**src/rtl/pipelined_mod_addsub.sv**
```systemverilog
// pipelined_mod_addsub: two-stage W-bit modular add/sub built on a parallel-prefix adder.
// Defining MOD_ADDSUB_RANGE_CHECK_EN adds the out_err operand range flag.
module pipelined_mod_addsub #(
  parameter int W = 8,
  parameter int ARCH = 0
) (
  input  logic         clk,
  input  logic         rst_n,
  input  logic         in_valid,
  output logic         in_ready,
  input  logic         in_op,
  input  logic [W-1:0] in_a,
  input  logic [W-1:0] in_b,
  input  logic [W-1:0] in_m,
  output logic         out_valid,
  input  logic         out_ready,
  output logic [W-1:0] out_r
`ifdef MOD_ADDSUB_RANGE_CHECK_EN
  ,
  output logic         out_err
`endif
);
  localparam int L = $clog2(W);
  logic         s1Valid;
  logic         s1Op;
  logic [W:0]   s1S;
  logic [W-1:0] s1M;
  logic         s1En;
  logic         s2En;
  logic [W:0]   sum1;
  logic [W+1:0] t;
  logic [W-1:0] addR;
  logic [W-1:0] subR;
  logic [W-1:0] r;
  // Carry-in is folded into bit 0's generate so the tree yields true carries directly.
  function automatic logic [W:0] prefixAdd(input logic [W-1:0] x, input logic [W-1:0] y, input logic cin);
    logic [W-1:0] g, p, pr, gn, pn, sm;
    int j;
    g = x & y;
    p = x ^ y;
    pr = p;
    g[0] = g[0] | (p[0] & cin);
    for (int l = 0; l < L; l++) begin
      gn = g;
      pn = pr;
      for (int i = 0; i < W; i++) begin
        j = (ARCH == 0) ? i - (1 << l) : ((((i >> l) & 1) != 0) ? ((i >> l) << l) - 1 : -1);
        if (j >= 0) begin
          gn[i] = g[i] | (pr[i] & g[j]);
          pn[i] = pr[i] & pr[j];
        end
      end
      g = gn;
      pr = pn;
    end
    sm[0] = p[0] ^ cin;
    for (int i = 1; i < W; i++) sm[i] = p[i] ^ g[i-1];
    return {g[W-1], sm};
  endfunction
  assign s2En = !out_valid || out_ready;
  assign s1En = !s1Valid || s2En;
  assign in_ready = s1En;
  always_comb begin
    sum1 = prefixAdd(in_a, in_op ? ~in_b : in_b, in_op);
    t = {1'b0, s1S} - {2'b0, s1M};
    addR = t[W+1] ? s1S[W-1:0] : t[W-1:0];
    subR = s1S[W] ? s1S[W-1:0] : s1S[W-1:0] + s1M;
    r = s1Op ? subR : addR;
  end
  always_ff @(posedge clk or negedge rst_n) begin
    if (!rst_n) begin
      s1Valid <= 1'b0;
      s1Op <= 1'b0;
      s1S <= '0;
      s1M <= '0;
    end else if (s1En) begin
      s1Valid <= in_valid;
      s1Op <= in_op;
      s1S <= sum1;
      s1M <= in_m;
    end
  end
  always_ff @(posedge clk or negedge rst_n) begin
    if (!rst_n) begin
      out_valid <= 1'b0;
      out_r <= '0;
    end else if (s2En) begin
      out_valid <= s1Valid;
      if (s1Valid) out_r <= r;
    end
  end
`ifdef MOD_ADDSUB_RANGE_CHECK_EN
  logic s1Err;
  always_ff @(posedge clk or negedge rst_n) begin
    if (!rst_n) begin
      s1Err <= 1'b0;
      out_err <= 1'b0;
    end else begin
      if (s1En) s1Err <= (in_a >= in_m) || (in_b >= in_m) || (in_m < W'(2));
      if (s2En && s1Valid) out_err <= s1Err;
    end
  end
`endif
endmodule

```
**config.mk**
```make
export PLATFORM = sky130hd
export DESIGN_NAME = pipelined_mod_addsub
export DESIGN_NICKNAME = d
export VERILOG_FILES = /design/src/rtl/pipelined_mod_addsub.sv
export SDC_FILE = /design/constraint.sdc
export NUM_CORES = 1
export LEC_CHECK = 0
export ABC_AREA = 0
export BUFFER_PORTS_ARGS = -buffer_cell sky130_fd_sc_hd__buf_2
export CAP_MARGIN = 15
export CORE_ASPECT_RATIO = 1.4
export CORE_UTILIZATION = 38
export CTS_CLUSTER_SIZE = 28
export DETAILED_ROUTE_END_ITERATION = 8
export GPL_TIMING_DRIVEN = 0
export PLACE_DENSITY = 0.57
export RECOVER_POWER = 100
export SLEW_MARGIN = 15
export SYNTH_ARGS = -nofsm -noshare
export SYNTH_HDL_FRONTEND = slang
export SYNTH_SLANG_ARGS = --single-unit
```
**constraint.sdc**
```tcl
create_clock -name clk -period 5.8 [get_ports clk]
set_input_delay 1.16 -clock clk [delete_from_list [all_inputs] [get_ports clk]]
set_output_delay 1.16 -clock clk [all_outputs]
set_load 0.05 [all_outputs]
```
Word-level counts from Yosys, hierarchy flattened
Index checks and enable logic that the tools add are counted.
{ "totals": {"reg_bits": 28, "latchBits": 0, "ram_bits": 0, "romBits": 0, "inputBits": 29, "out_inout_bits": 10, "elab_cells": 74, "n_memories": 0} }
{ "classes": {"n_addsub": 2, "multipliers": 0, "div_mod_pow": 0, "order_cmp": 0, "n_eq_ne": 0, "shifts": 0, "n_mux": 4, "n_bitwise": 57, "reduce_logical": 5} }
{ "op_table": {"columns": ["operator", "count"], "rows": [
  ["$mux 8", 4],
  ["$and 1x1->1", 28],
  ["$or 1x1->1", 18],
  ["$sub 9x8->10", 1],
  ["$add 8x8->8", 1],
  ["$and 8x8->8", 1],
  ["$not 8->8", 1],
  ["$xor 1x1->1", 8],
  ["$xor 8x8->8", 1],
  ["$logic_not 1->1", 2],
  ["$logic_or 1x1->1", 2],
  ["$reduce_and 2->1", 1]
]} }

Longest topological paths before layout
{ "depth": {"word_depth": 11, "mapped_depth": 10, "mapped_depth_nobuf": 9} }

Worst setup path after synthesis
No wires, ideal clock.
{ "synth_timing": {"kind": "input -> output", "start": "in out_ready", "end": "out in_ready", "arrival_ns": 2.010, "required_ns": 4.640, "slack_ns": 2.630, "stages": 2, "n_path_buf": 1, "cell_sequence": "nand3b_1 -> clkbuf_1"} }
{ "synth_via": {"elab_chain_cells": 2} }
{ "synth_lines": {"columns": ["element", "line_no", "rtl"], "rows": [
  ["from (decl)", "16", "input logic out_ready,"],
  ["$logic_or 1x1->1", "60", "assign s2En = !out_valid || out_ready;"],
  ["$logic_or 1x1->1", "61", "assign s1En = !s1Valid || s2En;"],
  ["to (decl)", "10", "output logic in_ready,"]
]} }
Every way passes these cells.

Final worst setup path
Ends and elaborated chain as after synthesis.

==> reports/qor.yml <==
gp_congestion: 0.8420
status: "finished with violations"
worstSkewPairLatency_ns: 0.28
cellLeakagePower_nw: 1.209
setup_viol: 0
grt_pass1_wl_um: 8666
p_sw_share_pct: 46.23
syn_inst: 270
drc: 0
worst_slew_pin_slew_ns: 1.545
endpoint_kind: "primary output"
cts.sinks: 28
power.share.combinational_pct: 56.5
n_fill_cell: 613
ant_nets: 0
area_growth_pct: 12.72
nets: 366
power.share.clock_pct: 15.5
die-area_mm2: 0.006510
hold_slack_ns: 0.4880
antenna_cells: 0
num_vias: 2023
ys_ff_latch: 28
wl_um: 5280
ctsHoldBuffers: 0
synth-seq-area-share_pct: 29.80
cts_tree: "built"
synth.avg_cell_area_um2: 8.707
synth_cell_type_count: 53
violations: "capacitance limit, slew limit"
ios: 39
drt_first_pass_iters: 4
hold_viol: 0
crit_path_max_fanout: 10
drv_slew: 29
die_h_um: 95.07
max_clock_freq_ghz: 0.2745
postLayoutCellArea_mm2: 0.002650
fin_crit_sh_pct: 62.81
grtUsageTotal_pct: 17.65
initialDrtViolationCount: 113
placed_cell_area_mm2: 0.002624
path_clk_slew_ns: 0.10
intPower_mw: 0.5512
synth.net_count: 324
clockRootBuffer: "clkbuf_8"
worstPathRequired_ns: 4.64
fin_tns_setup_ns: 0
synthArstFlopShare_pct: 100.0
grt_antenna_before_repair: 0
post_cts_buffers: 0
core_area_mm2: 0.005904
crit_type: "input pin to primary output"
ir_worst_vdd_uv: 132.0
grt_overflow: 0
start_util_pct: 39.82
start_kind: "input pin"
finalNonFillerCells: 381
io_buffers: 37
ys.flop_type: "dfrtp_1"
placed_cells: 377
rsz0062_at_grt: "no"
die_w_um: 68.48
synth_area_mm2: 0.002351
grt_start_max_net_pins: 29
period_minus_slack_ns: 3.643
power_density_mw_per_mm2: 386.8
slew_headroom_pct: -3.030
cts-htree-levels: 1
avgRoutedWirePerCell_um: 13.86
synth-edff-count: 0
synth_warnings: 0
cts_inserted_buffers: 3
cap_violations: 1
vias_per_cell: 5.310
dpl.hpwl_um: 4295
critPathArrivalTime_ns: 2.48
final.setup_skew_ns: 0.003326
seqPwrFrac_pct: 27.9
clock_path_buffers: 2
p_switching_mw: 0.4739
hp-class: "register to register"
row_count: 33
drive_gt1_share_pct: 12.86
cts_resized: 0
first_global_vias: 1900
cell usage in the layout, fill, tap and decap left out, drive strengths merged, types with 7 or more instances in the layout:
cell / netlist / final
ha: 22 / 22
o21ai: 21 / 21
dfrtp: 28 / 28
nand2: 21 / 21
inv: 19 / 19
nor3: 9 / 9
nor2b: 7 / 7
xor2: 13 / 13
buf: 7 / 30
nor2: 17 / 17
a21oi: 18 / 18
clkbuf: 8 / 25
kinds of logic after synthesis:
logic type               count (synthesis)  share of synthesized area (%)
multiplexers                            11                          5.322
flip-flops                              28                          29.80
adder cells (fa/ha/maj)                 25                          14.26
buffers and inverters                   34                          6.387
XOR/XNOR                                18                          6.706
AND/OR/NAND/NOR                         79                          16.76
AO/OA/AOI/OAI                           75                          20.76
routing by layer:
| layer | part of all wire [%] | global-route usage (%) | vias up |
|---|---|---|---|
| met2 | 53 | 33.58 | 47 |
| li1 | - | - | 1032 |
| met3 | 3.5 | 1.675 | 5 |
| met1 | 42 | 20.55 | 939 |
| met5 | 0 | 0 | - |
| met4 | 0.97 | 3.646 | 0 |
through the flow:
| stage | utilization, % | power, mW | worst slack, ns |
|---|---|---|---|
| floorplan | - | 0.7546 | 2.630 |
| global placement | 44.44 | 0.8770 | 2.307 |
| detailed placement | 44.44 | 0.8879 | 2.297 |
| CTS | 45.65 | 1.050 | 2.289 |
| global route | 44.88 | 1.106 | 2.038 |
| finish | 44.88 | 1.025 | 2.157 |
cell type report:
| cell class | count | area [µm²] | area share, % |
|---|---|---|---|
| plain buffers | 15 | 62.56 | 2.361 |
| clock buffers | 3 | 41.29 | 1.558 |
| clock inverters | 1 | 30.03 | 1.133 |
| inverters | 19 | 71.32 | 2.691 |
| multi-input cells | 208 | 1485 | 56.04 |
| flip-flops and latches | 28 | 700.7 | 26.44 |
| well taps | 70 | 87.58 | 3.305 |
| repair buffers | 37 | 171.4 | 6.468 |
worst max-delay path, stage by stage:
cell and delay, ns:
buf_2 0.08, nand3b_1 0.32, clkbuf_1 0.40, clkbuf_1 0.52
synthesized netlist by cell type, types with 2 or more instances:
cell	number	area share [%]
mux2_2	4	1.9
o21ai_1	2	0.43
mux2i_1	5	2.1
xor2_1	13	4.8
xnor2_1	5	1.9
nand3_1	6	1.3
mux2_4	2	1.3
nand3b_1	3	0.96
clkbuf_1	7	1.1
or3_1	2	0.53
o31a_1	3	1.1
nor3b_1	2	0.64
nor2_1	17	2.7
o21a_1	5	1.6
buf_1	2	0.32
nor4_1	3	0.80
buf_6	2	0.96
ha_1	22	12
a211oi_2	2	1.1
nand2_1	21	3.4
a21oi_1	18	3.8
o21bai_1	2	0.64
nand2b_1	5	1.3
o31ai_1	3	0.96
a21o_1	2	0.64
o21ai_0	19	4.0
buf_2	2	0.43
nor3_1	8	1.7
nor2b_1	7	1.9
fa_1	3	2.6
a22oi_1	3	0.96
inv_1	19	3.0
a31oi_1	4	1.1
dfrtp_1	28	30
power groups by stage:
stage | clock network [mW] | registers (mW) | logic (mW)
after CTS | 0.163 | 0.287 | 0.600
after detailed placement | 0 | 0.291 | 0.597
after floorplan | 0 | 0.373 | 0.381
final | 0.159 | 0.286 | 0.579
after global placement | 0 | 0.288 | 0.589
after global routing | 0.171 | 0.295 | 0.640
worst paths after layout:
path                                      start                    to  slack (ns)  cells after the start
hold / removal             out_r[4]$_DFFE_PN0P_  out_r[4]$_DFFE_PN0P_        0.49                      2
hold reg to reg            out_r[4]$_DFFE_PN0P_  out_r[4]$_DFFE_PN0P_        0.49                      2
min in group asynchronous                 rst_n  out_r[6]$_DFFE_PN0P_        1.24                      1
setup / recovery                      out_ready              in_ready        2.16                      4
setup reg to reg             s1S[7]$_DFFE_PN0P_  out_r[3]$_DFFE_PN0P_        3.19                      9
max in group asynchronous                 rst_n  out_r[2]$_DFFE_PN0P_        3.66                      1
registers in the layout (all words and copies together), names as in the netlist:
signal,flops
s1S,9
s1Valid,1
s1M,8
out_valid,1
out_r,8
s1Op,1
Note: power is estimated with default switching activity, not from simulation.
